--- src/rtl/alu_pkg.sv ---
// Shared mode encodings, FSM state type and default width for the ALU response block.
// ALU_RESP_MUL_EN adds the CALC state used by the sequential multiplier.
package alu_pkg;

  localparam int ALU_W_DEFAULT = 4;

  localparam logic [3:0] MODE_ADD = 4'b0000;
  localparam logic [3:0] MODE_SUB = 4'b0001;
  localparam logic [3:0] MODE_AND = 4'b0010;
  localparam logic [3:0] MODE_OR  = 4'b0011;
  localparam logic [3:0] MODE_XOR = 4'b0100;
  localparam logic [3:0] MODE_MUL = 4'b0101;
  localparam logic [3:0] MODE_SHL = 4'b0110;
  localparam logic [3:0] MODE_SHR = 4'b0111;

`ifdef ALU_RESP_MUL_EN
  typedef enum logic [1:0] {IDLE = 2'd0, CALC = 2'd1, DONE = 2'd2} state_t;
`else
  typedef enum logic [1:0] {IDLE = 2'd0, DONE = 2'd2} state_t;
`endif

endpackage

--- src/rtl/alu_mul_seq.sv ---
// Iterative shift-add multiplier: start loads operands, then one partial product per cycle
// for W cycles; done pulses in the final iteration with prod valid alongside it.
module alu_mul_seq #(
  parameter int W = 4
) (
  input  logic           clk,
  input  logic           rst,
  input  logic           start,
  input  logic [W-1:0]   a,
  input  logic [W-1:0]   b,
  output logic           done,
  output logic [2*W-1:0] prod
);

  localparam int RW = 2 * W;
  localparam int CW = (W < 2) ? 1 : $clog2(W + 1);

  logic [RW-1:0] mcand_q, mcand_d;
  logic [RW-1:0] acc_q, acc_d;
  logic [W-1:0]  mplier_q, mplier_d;
  logic [CW-1:0] cnt_q, cnt_d;
  logic          busy_q, busy_d;
  logic [RW-1:0] step_acc;

  // prod is the accumulator after this cycle's partial product, so the top can
  // register it on the same edge the last iteration completes.
  assign step_acc = acc_q + (mplier_q[0] ? mcand_q : '0);
  assign done     = busy_q && (cnt_q == CW'(W - 1));
  assign prod     = step_acc;

  always_comb begin
    mcand_d  = mcand_q;
    acc_d    = acc_q;
    mplier_d = mplier_q;
    cnt_d    = cnt_q;
    busy_d   = busy_q;
    if (start) begin
      mcand_d  = RW'(a);
      mplier_d = b;
      acc_d    = '0;
      cnt_d    = '0;
      busy_d   = 1'b1;
    end else if (busy_q) begin
      acc_d    = step_acc;
      mcand_d  = mcand_q << 1;
      mplier_d = mplier_q >> 1;
      cnt_d    = cnt_q + CW'(1);
      if (done) busy_d = 1'b0;
    end
  end

  always_ff @(posedge clk) begin
    if (rst) begin
      mcand_q  <= '0;
      acc_q    <= '0;
      mplier_q <= '0;
      cnt_q    <= '0;
      busy_q   <= 1'b0;
    end else begin
      mcand_q  <= mcand_d;
      acc_q    <= acc_d;
      mplier_q <= mplier_d;
      cnt_q    <= cnt_d;
      busy_q   <= busy_d;
    end
  end

endmodule

--- src/rtl/alu_resp.sv ---
// Valid/ready ALU with a single-entry registered result and a completed-result counter.
// Define ALU_RESP_MUL_EN to enable the multi-cycle MUL mode via alu_mul_seq.
module alu_resp
  import alu_pkg::*;
#(
  parameter int W = ALU_W_DEFAULT
) (
  input  logic           clk,
  input  logic           rst,
  input  logic           in_valid,
  output logic           in_ready,
  input  logic [W-1:0]   in1,
  input  logic [W-1:0]   in2,
  input  logic [3:0]     alu_mode,
  output logic           out_valid,
  input  logic           out_ready,
  output logic [2*W-1:0] out,
  output logic           err,
  output logic [7:0]     op_cnt
);

  localparam int RW = 2 * W;

  state_t        state_q, state_d;
  logic [RW-1:0] out_q, out_d;
  logic          err_q, err_d;
  logic [7:0]    op_cnt_q, op_cnt_d;

  logic          accept, drain;
  logic [RW-1:0] a_ext, b_ext, alu_res;
  logic          alu_ill, is_mul, shamt_big;

  // Ready is also offered in a draining DONE so a new request can overlap the handshake.
  assign in_ready  = !rst && ((state_q == IDLE) || ((state_q == DONE) && out_ready));
  assign out_valid = (state_q == DONE);
  assign accept    = in_valid && in_ready;
  assign drain     = out_valid && out_ready;
  assign out       = out_q;
  assign err       = err_q;
  assign op_cnt    = op_cnt_q;

  assign a_ext     = RW'(in1);
  assign b_ext     = RW'(in2);
  assign shamt_big = (32'(in2) >= 32'(RW));

  always_comb begin
    alu_res = '0;
    alu_ill = 1'b0;
    is_mul  = 1'b0;
    case (alu_mode)
      MODE_ADD: alu_res = a_ext + b_ext;
      MODE_SUB: alu_res = a_ext - b_ext;
      MODE_AND: alu_res = a_ext & b_ext;
      MODE_OR:  alu_res = a_ext | b_ext;
      MODE_XOR: alu_res = a_ext ^ b_ext;
      MODE_SHL: alu_res = shamt_big ? '0 : (a_ext << in2);
      MODE_SHR: alu_res = shamt_big ? '0 : (a_ext >> in2);
`ifdef ALU_RESP_MUL_EN
      MODE_MUL: is_mul  = 1'b1;
`endif
      default:  alu_ill = 1'b1;
    endcase
  end

`ifdef ALU_RESP_MUL_EN
  logic          mul_start, mul_done;
  logic [RW-1:0] mul_prod;

  assign mul_start = accept && is_mul;

  alu_mul_seq #(.W(W)) u_mul (
    .clk   (clk),
    .rst   (rst),
    .start (mul_start),
    .a     (in1),
    .b     (in2),
    .done  (mul_done),
    .prod  (mul_prod)
  );
`endif

  always_comb begin
    state_d  = state_q;
    out_d    = out_q;
    err_d    = err_q;
    op_cnt_d = op_cnt_q;
    if (drain) begin
      op_cnt_d = op_cnt_q + 8'd1;
      state_d  = IDLE;
    end
    // accept only fires in IDLE or a draining DONE, so it overrides the drain above
    if (accept) begin
`ifdef ALU_RESP_MUL_EN
      if (is_mul) begin
        state_d = CALC;
      end else begin
        state_d = DONE;
        out_d   = alu_res;
        err_d   = alu_ill;
      end
`else
      state_d = DONE;
      out_d   = alu_res;
      err_d   = alu_ill;
`endif
    end
`ifdef ALU_RESP_MUL_EN
    if ((state_q == CALC) && mul_done) begin
      state_d = DONE;
      out_d   = mul_prod;
      err_d   = 1'b0;
    end
`endif
  end

  always_ff @(posedge clk) begin
    if (rst) begin
      state_q  <= IDLE;
      out_q    <= '0;
      err_q    <= 1'b0;
      op_cnt_q <= '0;
    end else begin
      state_q  <= state_d;
      out_q    <= out_d;
      err_q    <= err_d;
      op_cnt_q <= op_cnt_d;
    end
  end

endmodule
--- config.mk ---
export PLATFORM = sky130hd
export DESIGN_NAME = alu_resp
export DESIGN_NICKNAME = d
export VERILOG_FILES = /design/src/rtl/alu_pkg.sv /design/src/rtl/alu_mul_seq.sv /design/src/rtl/alu_resp.sv
export SDC_FILE = /design/constraint.sdc
export NUM_CORES = 1
export LEC_CHECK = 0
export CAP_MARGIN = 20
export CELL_PAD_IN_SITES_DETAIL_PLACEMENT = 1
export CELL_PAD_IN_SITES_GLOBAL_PLACEMENT = 1
export CORE_MARGIN = 5
export CORE_UTILIZATION = 25
export DETAILED_ROUTE_END_ITERATION = 8
export PLACE_DENSITY_LB_ADDON = 0.1
export SLEW_MARGIN = 5
export SYNTH_ARGS = -nofsm -noshare
export SYNTH_HDL_FRONTEND = slang
export SYNTH_HIERARCHICAL = 1
export SYNTH_SLANG_ARGS = --single-unit
--- constraint.sdc ---
create_clock -name clk -period 4.55 [get_ports clk]
set_input_delay 0.455 -clock clk [delete_from_list [all_inputs] [get_ports clk]]
set_output_delay 0.455 -clock clk [all_outputs]
set_load 0.005 [all_outputs]
==> results.sh, run 1 <==
export IMPL_status="completed"
export IMPL_tightest_slew_ns=0.912
export IMPL_antenna_cells=0
export IMPL_rows=29
export IMPL_power_density_nw_per_um2=189
export IMPL_post_cts_resize_count=0
export IMPL_clock_sinks=18
export IMPL_p_leak_nw=0.766
export IMPL_post_drt_via_cell_ratio=5.05
export IMPL_drv_cap=0
export IMPL_clk_pin_slew_ns=0.06
export IMPL_grt_max_degree=27
export IMPL_critPathSlowestCell="clkdlybuf4s50_1"
export IMPL_clockBufferDepth=2
export IMPL_port_buffers=34
export IMPL_slew_headroom=0.390
export IMPL_synth_enable_flop_cells=0
export IMPL_start_util=0.253
export IMPL_drv_slew=0
export IMPL_numCtsBuffers=3
export IMPL_hold_class="register to register"
export IMPL_drive_gt1_frac=0.0427
export IMPL_slowest_delay_ns=0.81
export IMPL_drtAntennaViolNets=0
export IMPL_synth_nets=239
export IMPL_period_share=0.627
export IMPL_vdd_drop_max_v=0.0000811
export IMPL_gp_congestion=0.825
export IMPL_critPathArrivalTime_ns=3.03
export IMPL_fmax_mhz=350
export IMPL_multi_input_area_um2=1120
export IMPL_core_um2=6280
export IMPL_syn_to_final_growth_pct=27.1
export IMPL_postCtsSetupRepairBufs=0
export IMPL_synth_seq_cells=18
export IMPL_cts_root_buf="clkbuf_8"
export IMPL_path_cells="clkdlybuf4s50_1 > ha_1 > inv_1 > fa_1 > nand2b_1 > a21oi_1 > or4b_4 > a21o_1 > a21oi_2"
export IMPL_cts_htree_levels=1
export IMPL_grt_usage=0.128
export IMPL_first_pass_iters=4
export IMPL_die_area_um2=8060
export IMPL_vias=1569
export IMPL_synth_seq_area_share=0.227
export IMPL_clock_latency_ns=0.24
export IMPL_die_w_um=89.8
export IMPL_hold_buffers=0
export IMPL_cp_start_kind="primary input"
export IMPL_ys_types=48
export IMPL_power_w=0.000383
export IMPL_dpl_cell_count=308
export IMPL_hpwlAfterDp_um=4070
export IMPL_final_hold_viol_count=0
export IMPL_num_nets_final=268
export IMPL_place_area_um2=1980
export IMPL_worstSetupPathType="primary input to register"
export IMPL_ios=35
export IMPL_hold_ws_ns=0.473
export IMPL_n_fill_cell=772
export IMPL_worstPathRequired_ns=4.72
export IMPL_finalClockSkew_ns=0.00117
export IMPL_seq_area_um2=360
export IMPL_grt_pass1_wl_um=8650
export IMPL_end_kind="register"
export IMPL_drc_errors=0
export IMPL_die_y_um=89.8
export IMPL_yosys_warnings=6
export IMPL_syn_inst=207
export IMPL_rsz0062_at_grt="false"
export IMPL_grt_overflow_total=0
export IMPL_synthArstFlopShare=0
export IMPL_fin_setup_tns_ns=0
export IMPL_antenna_found_initial=0
export IMPL_synth_area_per_cell_um2=7.68
export IMPL_synthesis_area_um2=1590
export IMPL_finalSetupViolations=0
export IMPL_cts_tree="yes"
export IMPL_post_route_min_period_ns=2.85
export IMPL_layout_cells_non_filler=311
export IMPL_crit_fanout=14
export IMPL_grt_pass1_vias=1647
export IMPL_drt_iter0_drc=37
export IMPL_wl_per_cell_um=16.0
export IMPL_synthFlopType="dfxtp_1"
export IMPL_wl_um=4980
export IMPL_final_area_um2=2020
==> synthesized netlist by cell type (all sizes together) (3+ instances only) <==
master / number / area, um2
a211o: 3 / 26.3
a21o: 5 / 37.5
a21oi: 15 / 78.8
buf: 7 / 35.0
clkbuf: 3 / 11.3
dfxtp: 18 / 360
ha: 14 / 175
inv: 16 / 60.1
mux2i: 4 / 40.0
nand2: 16 / 60.1
nand2b: 7 / 46.3
nand3: 11 / 67.6
nand3b: 4 / 30.0
nand4: 3 / 18.8
nor2: 21 / 78.8
nor2b: 6 / 37.5
nor3: 8 / 40.0
o21ai: 10 / 50.1
or3: 3 / 18.8
xor2: 4 / 35.0
==> per-layer routing <==
metal | routed length (um) | GRT usage
met1 | 2260 | 0.161
met2 | 2460 | 0.225
met3 | 213 | 0.0159
met4 | 49 | 0.0378
met5 | 0 | 0
==> critical path, delay by kind of cell <==
kind	cells	cell delay (ns)
AOI/OAI and AO/OA	3	0.39
buffers and inverters	2	0.86
and+or+nand+nor	2	0.64
adders and majority gates	2	0.68
==> report_power, final <==
group	leakage [nW]	total (W)	switching [W]	internal, W
Clock	0.0216	0.000107	0.0000483	0.0000586
Combinational	0.599	0.000112	0.0000635	0.0000486
Sequential	0.146	0.000164	0.00000291	0.000161
==> placed cells by master (no fill, tap or decap), types with 5 or more instances in the layout <==
cell / synthesis / routed
a21oi_1: 14 / 14
clkdlybuf4s50_1: 0 / 34
ha_1: 14 / 14
nand2_1: 16 / 16
nand3_1: 10 / 10
nor3_1: 8 / 8
nor2_1: 21 / 21
o21ai_0: 10 / 10
dfxtp_1: 18 / 18
nor2b_1: 6 / 6
a21o_1: 5 / 5
inv_1: 16 / 16
nand2b_1: 6 / 6
==> state kept, by name, indices dropped and copies added, names as in the netlist <==
register,flops
out,8
op_cnt,8
err,1
state_q,1
==> final cells by class <==
| type | instances | area share |
|---|---|---|
| Sequential cell | 18 | 0.178 |
| Multi-Input combinational cell | 163 | 0.556 |
| Clock buffer | 3 | 0.0204 |
| Inverter | 16 | 0.0297 |
| Tap cell | 77 | 0.0476 |
| Timing Repair Buffer | 34 | 0.168 |
==> cells by family after synthesis <==
kind of cell    count (synthesis)  share of synthesized area
mux                             5                     0.0393
xor+xnor                        6                     0.0330
flops                          18                      0.227
buf+inv                        26                     0.0669
simple gates                   86                      0.286
compound gates                 50                      0.212
fa+ha+maj                      16                      0.135
==> through the flow <==
step	util	setup WS, ns
floorplan	-	2.36
global placement	0.316	1.48
detailed placement	0.316	1.43
CTS	0.322	1.68
global route	0.322	1.59
finish	0.322	1.70
==> worst paths after layout <==
path	startpoint	endpoint	slack [ns]	depth (start not counted)
min reg2reg	out[6]	out[6]	0.47	1
max	in2[0]	out[5]	1.70	9
max reg2reg	state_q[1]	out[0]	3.00	5
min	out[6]	out[6]	0.47	1
No activity file was read; power rests on OpenSTA's default activity.
==> run 2: changes to the inputs <==
==> constraint.sdc (replaced) <==
create_clock -name clk -period 2.3 [get_ports clk]
set_input_delay 0.23 -clock clk [delete_from_list [all_inputs] [get_ports clk]]
set_output_delay 0.23 -clock clk [all_outputs]
set_load 0.005 [all_outputs]
==> run 2 against run 1 <==
Die area stayed put. Largest power group unchanged. Via count grew 5.4%. Critical path type unchanged. Clock power up 140%. Global-route usage up 0.27 points. Clock skew up 0.0025 ns. Sequential share of layout area is 2.1 points lower.
==> results.sh, run 2 (same netlist as run 1, synthesis figures left out) <==
export IMPL_hold_buffers=0
export IMPL_die_area_um2=8060
export IMPL_clk_pin_slew_ns=0.07
export IMPL_fmax_mhz=457
export IMPL_antenna_found_initial=0
export IMPL_die_w_um=89.8
export IMPL_vdd_drop_max_v=0.000200
export IMPL_slew_headroom=0.693
export IMPL_worstPathRequired_ns=2.49
export IMPL_end_kind="register"
export IMPL_cts_htree_levels=1
export IMPL_final_util=0.364
export IMPL_cts_root_buf="clkbuf_8"
export IMPL_start_util=0.253
export IMPL_numCtsBuffers=3
export IMPL_drtAntennaViolNets=0
export IMPL_ios=35
export IMPL_hpwlAfterDp_um=4520
export IMPL_worstSetupPathType="primary input to register"
export IMPL_drc_errors=0
export IMPL_crit_buf_inv=3
export IMPL_core_um2=6280
export IMPL_path_cells="clkdlybuf4s50_1 > inv_2 > ha_1 > inv_1 > fa_1 > nand2b_1 > a21oi_1 > or4b_4 > a21o_1 > a21oi_2"
export IMPL_die_y_um=89.8
export IMPL_grt_max_degree=15
export IMPL_slowest_delay_ns=0.53
export IMPL_drt_iter0_drc=30
export IMPL_period_share=0.951
export IMPL_tightest_slew_ns=0.457
export IMPL_crit_fanout=3
export IMPL_wl_per_cell_um=15.5
export IMPL_grt_overflow_total=0
export IMPL_power_w=0.000854
export IMPL_dpl_cell_count=341
export IMPL_grt_usage=0.130
export IMPL_grt_pass1_vias=1687
export IMPL_p_leak_nw=0.941
export IMPL_clock_latency_ns=0.25
export IMPL_clockBufferDepth=2
export IMPL_post_cts_resize_count=0
export IMPL_crit_family="simple AND/OR/NAND/NOR gates"
export IMPL_finalSetupViolations=0
export IMPL_finalClockSkew_ns=0.00370
export IMPL_postCtsSetupRepairBufs=0
export IMPL_drive_gt1_frac=0.168
export IMPL_hold_class="register to register"
export IMPL_critPathArrivalTime_ns=2.38
export IMPL_rsz0062_at_grt="false"
export IMPL_power_density_nw_per_um2=374
export IMPL_port_buffers=34
export IMPL_cts_tree="yes"
export IMPL_final_hold_viol_count=0
export IMPL_final_cell_mix="clkdlybuf4s50_1 (33), buf_4 (33), nor2_1 (21)"
export IMPL_grt_pass1_wl_um=8710
export IMPL_cp_start_kind="primary input"
export IMPL_syn_to_final_growth_pct=43.7
export IMPL_rows=29
export IMPL_antenna_cells=0
export IMPL_gp_congestion=0.843
export IMPL_drv_cap=0
export IMPL_first_pass_iters=4
export IMPL_layout_cells_non_filler=345
export IMPL_status="completed"
export IMPL_wl_um=5360
export IMPL_clock_sinks=18
export IMPL_post_drt_via_cell_ratio=4.79
export IMPL_vias=1654
export IMPL_drv_slew=0
export IMPL_post_route_min_period_ns=2.19
export IMPL_num_nets_final=301
export IMPL_critPathSlowestCell="or4b_4"
run 2: cell types whose count changed in the layout (fill, tap and decap cells not counted), sizes merged:
cell	previous run	this run
dlymetal6s2s	0	1
clkbuf	3	4
clkdlybuf4s50	34	33
buf	0	33
run 2: layout make-up:
class	count	area [um2]
fillers	783	3990
multi-input cells	163	1120
repair buffers	67	591
flip-flops and latches	18	360
well taps	77	96.3
inverters	16	60.1
clock buffers	4	55.1
run 2: worst paths after layout:
| path | start | endpoint | slack, ns | cells past startpoint |
|---|---|---|---|---|
| max | in1[0] | out[5] | 0.11 | 10 |
| min | out[6] | out[6] | 0.47 | 1 |
| max reg2reg | state_q[1] | out[0] | 0.76 | 5 |
| min reg2reg | out[6] | out[6] | 0.47 | 1 |
run 2: routing by layer:
metal / GRT usage / vias up / share of wire
met1: 0.164 / 768 / 0.46
met2: 0.232 / 28 / 0.49
li1: - / 852 / -
met4: 0.0365 / 0 / 0.014
met5: 0 / - / 0
met3: 0.0150 / 6 / 0.031
run 2: power breakdown:
part           leakage (nW)  total (W)  switching (W)  internal, W
registers             0.146   0.000324     0.00000620     0.000318
clock network        0.0288   0.000260       0.000108     0.000152
logic                 0.767   0.000270       0.000136     0.000134
total                 0.941   0.000854       0.000250     0.000604
run 2: metrics by stage:
step / hold WS [ns] / setup TNS (ns) / worst slack, ns / instance area [um2]
2_1_floorplan: 0.292 / 0 / 0.339 / 1590
3_3_place_gp: 0.454 / -0.368 / -0.135 / 2230
3_5_place_dp: 0.455 / -0.532 / -0.179 / 2230
4_1_cts: 0.473 / 0 / 0.0921 / 2280
5_1_grt: 0.496 / 0 / 0.00236 / 2290
6_report: 0.466 / 0 / 0.112 / 2290
run 2: worst register-to-register path, stage by stage (launching register included):
cell,delay (ns)
dfxtp_1,0.38
nand2b_2,0.12
nand3_4,0.11
or3_1,0.50
a41oi_1,0.25
a31o_1,0.12
==> run 3: changes to the inputs <==
--- a/config.mk
+++ b/config.mk
@@ -12,6 +12,7 @@
 export CORE_UTILIZATION = 25
 export DETAILED_ROUTE_END_ITERATION = 8
 export PLACE_DENSITY_LB_ADDON = 0.1
+export SETUP_SLACK_MARGIN = 0.1
 export SLEW_MARGIN = 5
 export SYNTH_ARGS = -nofsm -noshare
 export SYNTH_HDL_FRONTEND = slang
==> constraint.sdc (replaced) <==
create_clock -name clk -period 2.58 [get_ports clk]
set_input_delay 0.258 -clock clk [delete_from_list [all_inputs] [get_ports clk]]
set_output_delay 0.258 -clock clk [all_outputs]
set_load 0.005 [all_outputs]
==> run 3 against run 2 <==
Die area unchanged. Sequential share of layout area increased by 0.68 points. Non-clock buffer count decreased by 14. Hold slack improved by 0.0047 ns. Final area shrank 4.2%. Combinational power is 17% lower. Via count grew 0.54%. Critical path depth shrank 1. Count of clock-buffer cells in the layout did not move. Cell count decreased by 4.1%. Setup slack improved by 0.22 ns. Largest cell class unchanged.
==> results.sh, run 3 (same netlist as run 1, synthesis figures left out) <==
export IMPL_power_density_nw_per_um2=339
export IMPL_post_drt_via_cell_ratio=5.02
export IMPL_worstPathRequired_ns=2.77
export IMPL_drv_slew=0
export IMPL_wl_um=5180
export IMPL_numCtsBuffers=3
export IMPL_vias=1663
export IMPL_hold_class="register to register"
export IMPL_timing_rr_start="state_q[1]"
export IMPL_die_area_um2=8060
export IMPL_final_hold_viol_count=0
export IMPL_cts_htree_levels=1
export IMPL_clockBufferDepth=2
export IMPL_die_w_um=89.8
export IMPL_drc_errors=0
export IMPL_critPathArrivalTime_ns=2.44
export IMPL_layout_commonest_cell="clkdlybuf4s50_1"
export IMPL_antenna_found_initial=0
export IMPL_start_util=0.253
export IMPL_port_buffers=34
export IMPL_clock_latency_ns=0.25
export IMPL_gp_congestion=0.791
export IMPL_finalSetupViolations=0
export IMPL_clk_pin_slew_ns=0.07
export IMPL_grt_util_met2=0.230
export IMPL_r2r_slack_ns=1.04
export IMPL_clock_sinks=18
export IMPL_status="completed"
export IMPL_syn_to_final_growth_pct=37.8
export IMPL_worstSetupPathType="primary input to register"
export IMPL_met3_usage=0.0159
export IMPL_n_fill_cell=795
export IMPL_grt_usage=0.130
export IMPL_grt_pass1_vias=1702
export IMPL_gr_max_usage_layer="met2"
export IMPL_endpoint="out[5]"
export IMPL_postCtsSetupRepairBufs=0
export IMPL_first_pass_iters=4
export IMPL_grt_overflow_total=0
export IMPL_slew_headroom=0.697
export IMPL_wl_per_cell_um=15.6
export IMPL_use_met1=0.168
export IMPL_fin_setup_tns_ns=0
export IMPL_cts_tree="yes"
export IMPL_die_y_um=89.8
export IMPL_post_route_min_period_ns=2.24
export IMPL_drive_gt1_frac=0.118
export IMPL_grt_pass1_wl_um=8800
export IMPL_worstSetupStartpoint="in2[0]"
export IMPL_antenna_cells=0
export IMPL_grt_max_degree=22
export IMPL_end_kind="register"
export IMPL_cp_start_kind="primary input"
export IMPL_drtAntennaViolNets=0
export IMPL_period_share=0.870
export IMPL_ios=35
export IMPL_rsz0062_at_grt="false"
export IMPL_final_cell_mix="clkdlybuf4s50_1 (34), nor2_1 (21), dfxtp_1 (18), buf_4 (18)"
export IMPL_dpl_worst_slack_ns=0.0706
export IMPL_core_um2=6280
export IMPL_drv_cap=0
export IMPL_vdd_drop_max_v=0.000209
export IMPL_fmax_mhz=446
export IMPL_fin_ws_ns=0.336
export IMPL_cts_root_buf="clkbuf_8"
export IMPL_num_nets_final=287
export IMPL_post_cts_resize_count=0
export IMPL_rows=29
export IMPL_drt_iter0_drc=33
export IMPL_reg2reg_to="out[0]"
export IMPL_finalClockSkew_ns=0.00888
export IMPL_hpwlAfterDp_um=4380
export IMPL_tightest_slew_ns=0.451
export IMPL_ff2ff_path_depth=5
export IMPL_p_leak_nw=0.870
export IMPL_hold_buffers=0
export IMPL_crit_fanout=4
==> run 3: changes by cell type in the layout (fill, tap and decap cells not counted), sizes merged <==
cell | before | now
buf | 33 | 19
dlymetal6s2s | 1 | 0
clkdlybuf4s50 | 33 | 34
==> run 3: power breakdown <==
part / switching, W / internal (W) / leakage (nW)
registers: 0.00000550 / 0.000283 / 0.146
clock network: 0.0000939 / 0.000135 / 0.0288
logic: 0.000117 / 0.000106 / 0.696
==> run 3: worst min-delay path by stage <==
| stage | start | to | slack, ns | depth (start not counted) |
|---|---|---|---|---|
| 6_report | out[6] | out[6] | 0.47 | 1 |
| 3_3_place_gp | out[6] | out[6] | 0.46 | 1 |
| 4_1_cts | out[6] | out[6] | 0.47 | 1 |
| 2_1_floorplan | rst | out[5] | 0.32 | 1 |
| 5_1_grt | out[6] | out[6] | 0.50 | 1 |
| 3_5_place_dp | out[6] | out[6] | 0.45 | 1 |
==> run 3: metal layers <==
layer  routed length [um]  up-vias  part of all wire
met5                    0        -                 0
met4                   34        0            0.0066
met3                  210        2             0.041
met2                 2660       35              0.51
met1                 2270      796              0.44
li1                     -      830                 -
==> run 3: final cells by class <==
type                            count  area (um2)  area share
Multi-Input combinational cell    163        1120       0.513
Timing Repair Buffer               53         495       0.226
Clock buffer                        4        55.1      0.0251
Tap cell                           77        96.3      0.0440
Inverter                           16        60.1      0.0274
Sequential cell                    18         360       0.164
==> run 3: through the flow <==
step                area [um2]   util  power [W]  hold slack, ns  cells
finish                    2190  0.349   0.000742           0.471    331
global route              2190  0.349   0.000786           0.500    331
CTS                       2190  0.349   0.000753           0.471    331
detailed placement        2140  0.340   0.000522           0.453    327
global placement          2140  0.340   0.000523           0.459    327
floorplan                 1590      -   0.000409           0.320    207
==> run 3: worst max-delay path: stages <==
cell             delay (ns)
clkdlybuf4s50_1        0.52
ha_1                   0.19
inv_1                  0.05
fa_1                   0.40
nand2b_1               0.09
a21oi_1                0.08
or4b_4                 0.53
a21o_1                 0.19
a21oi_2                0.12
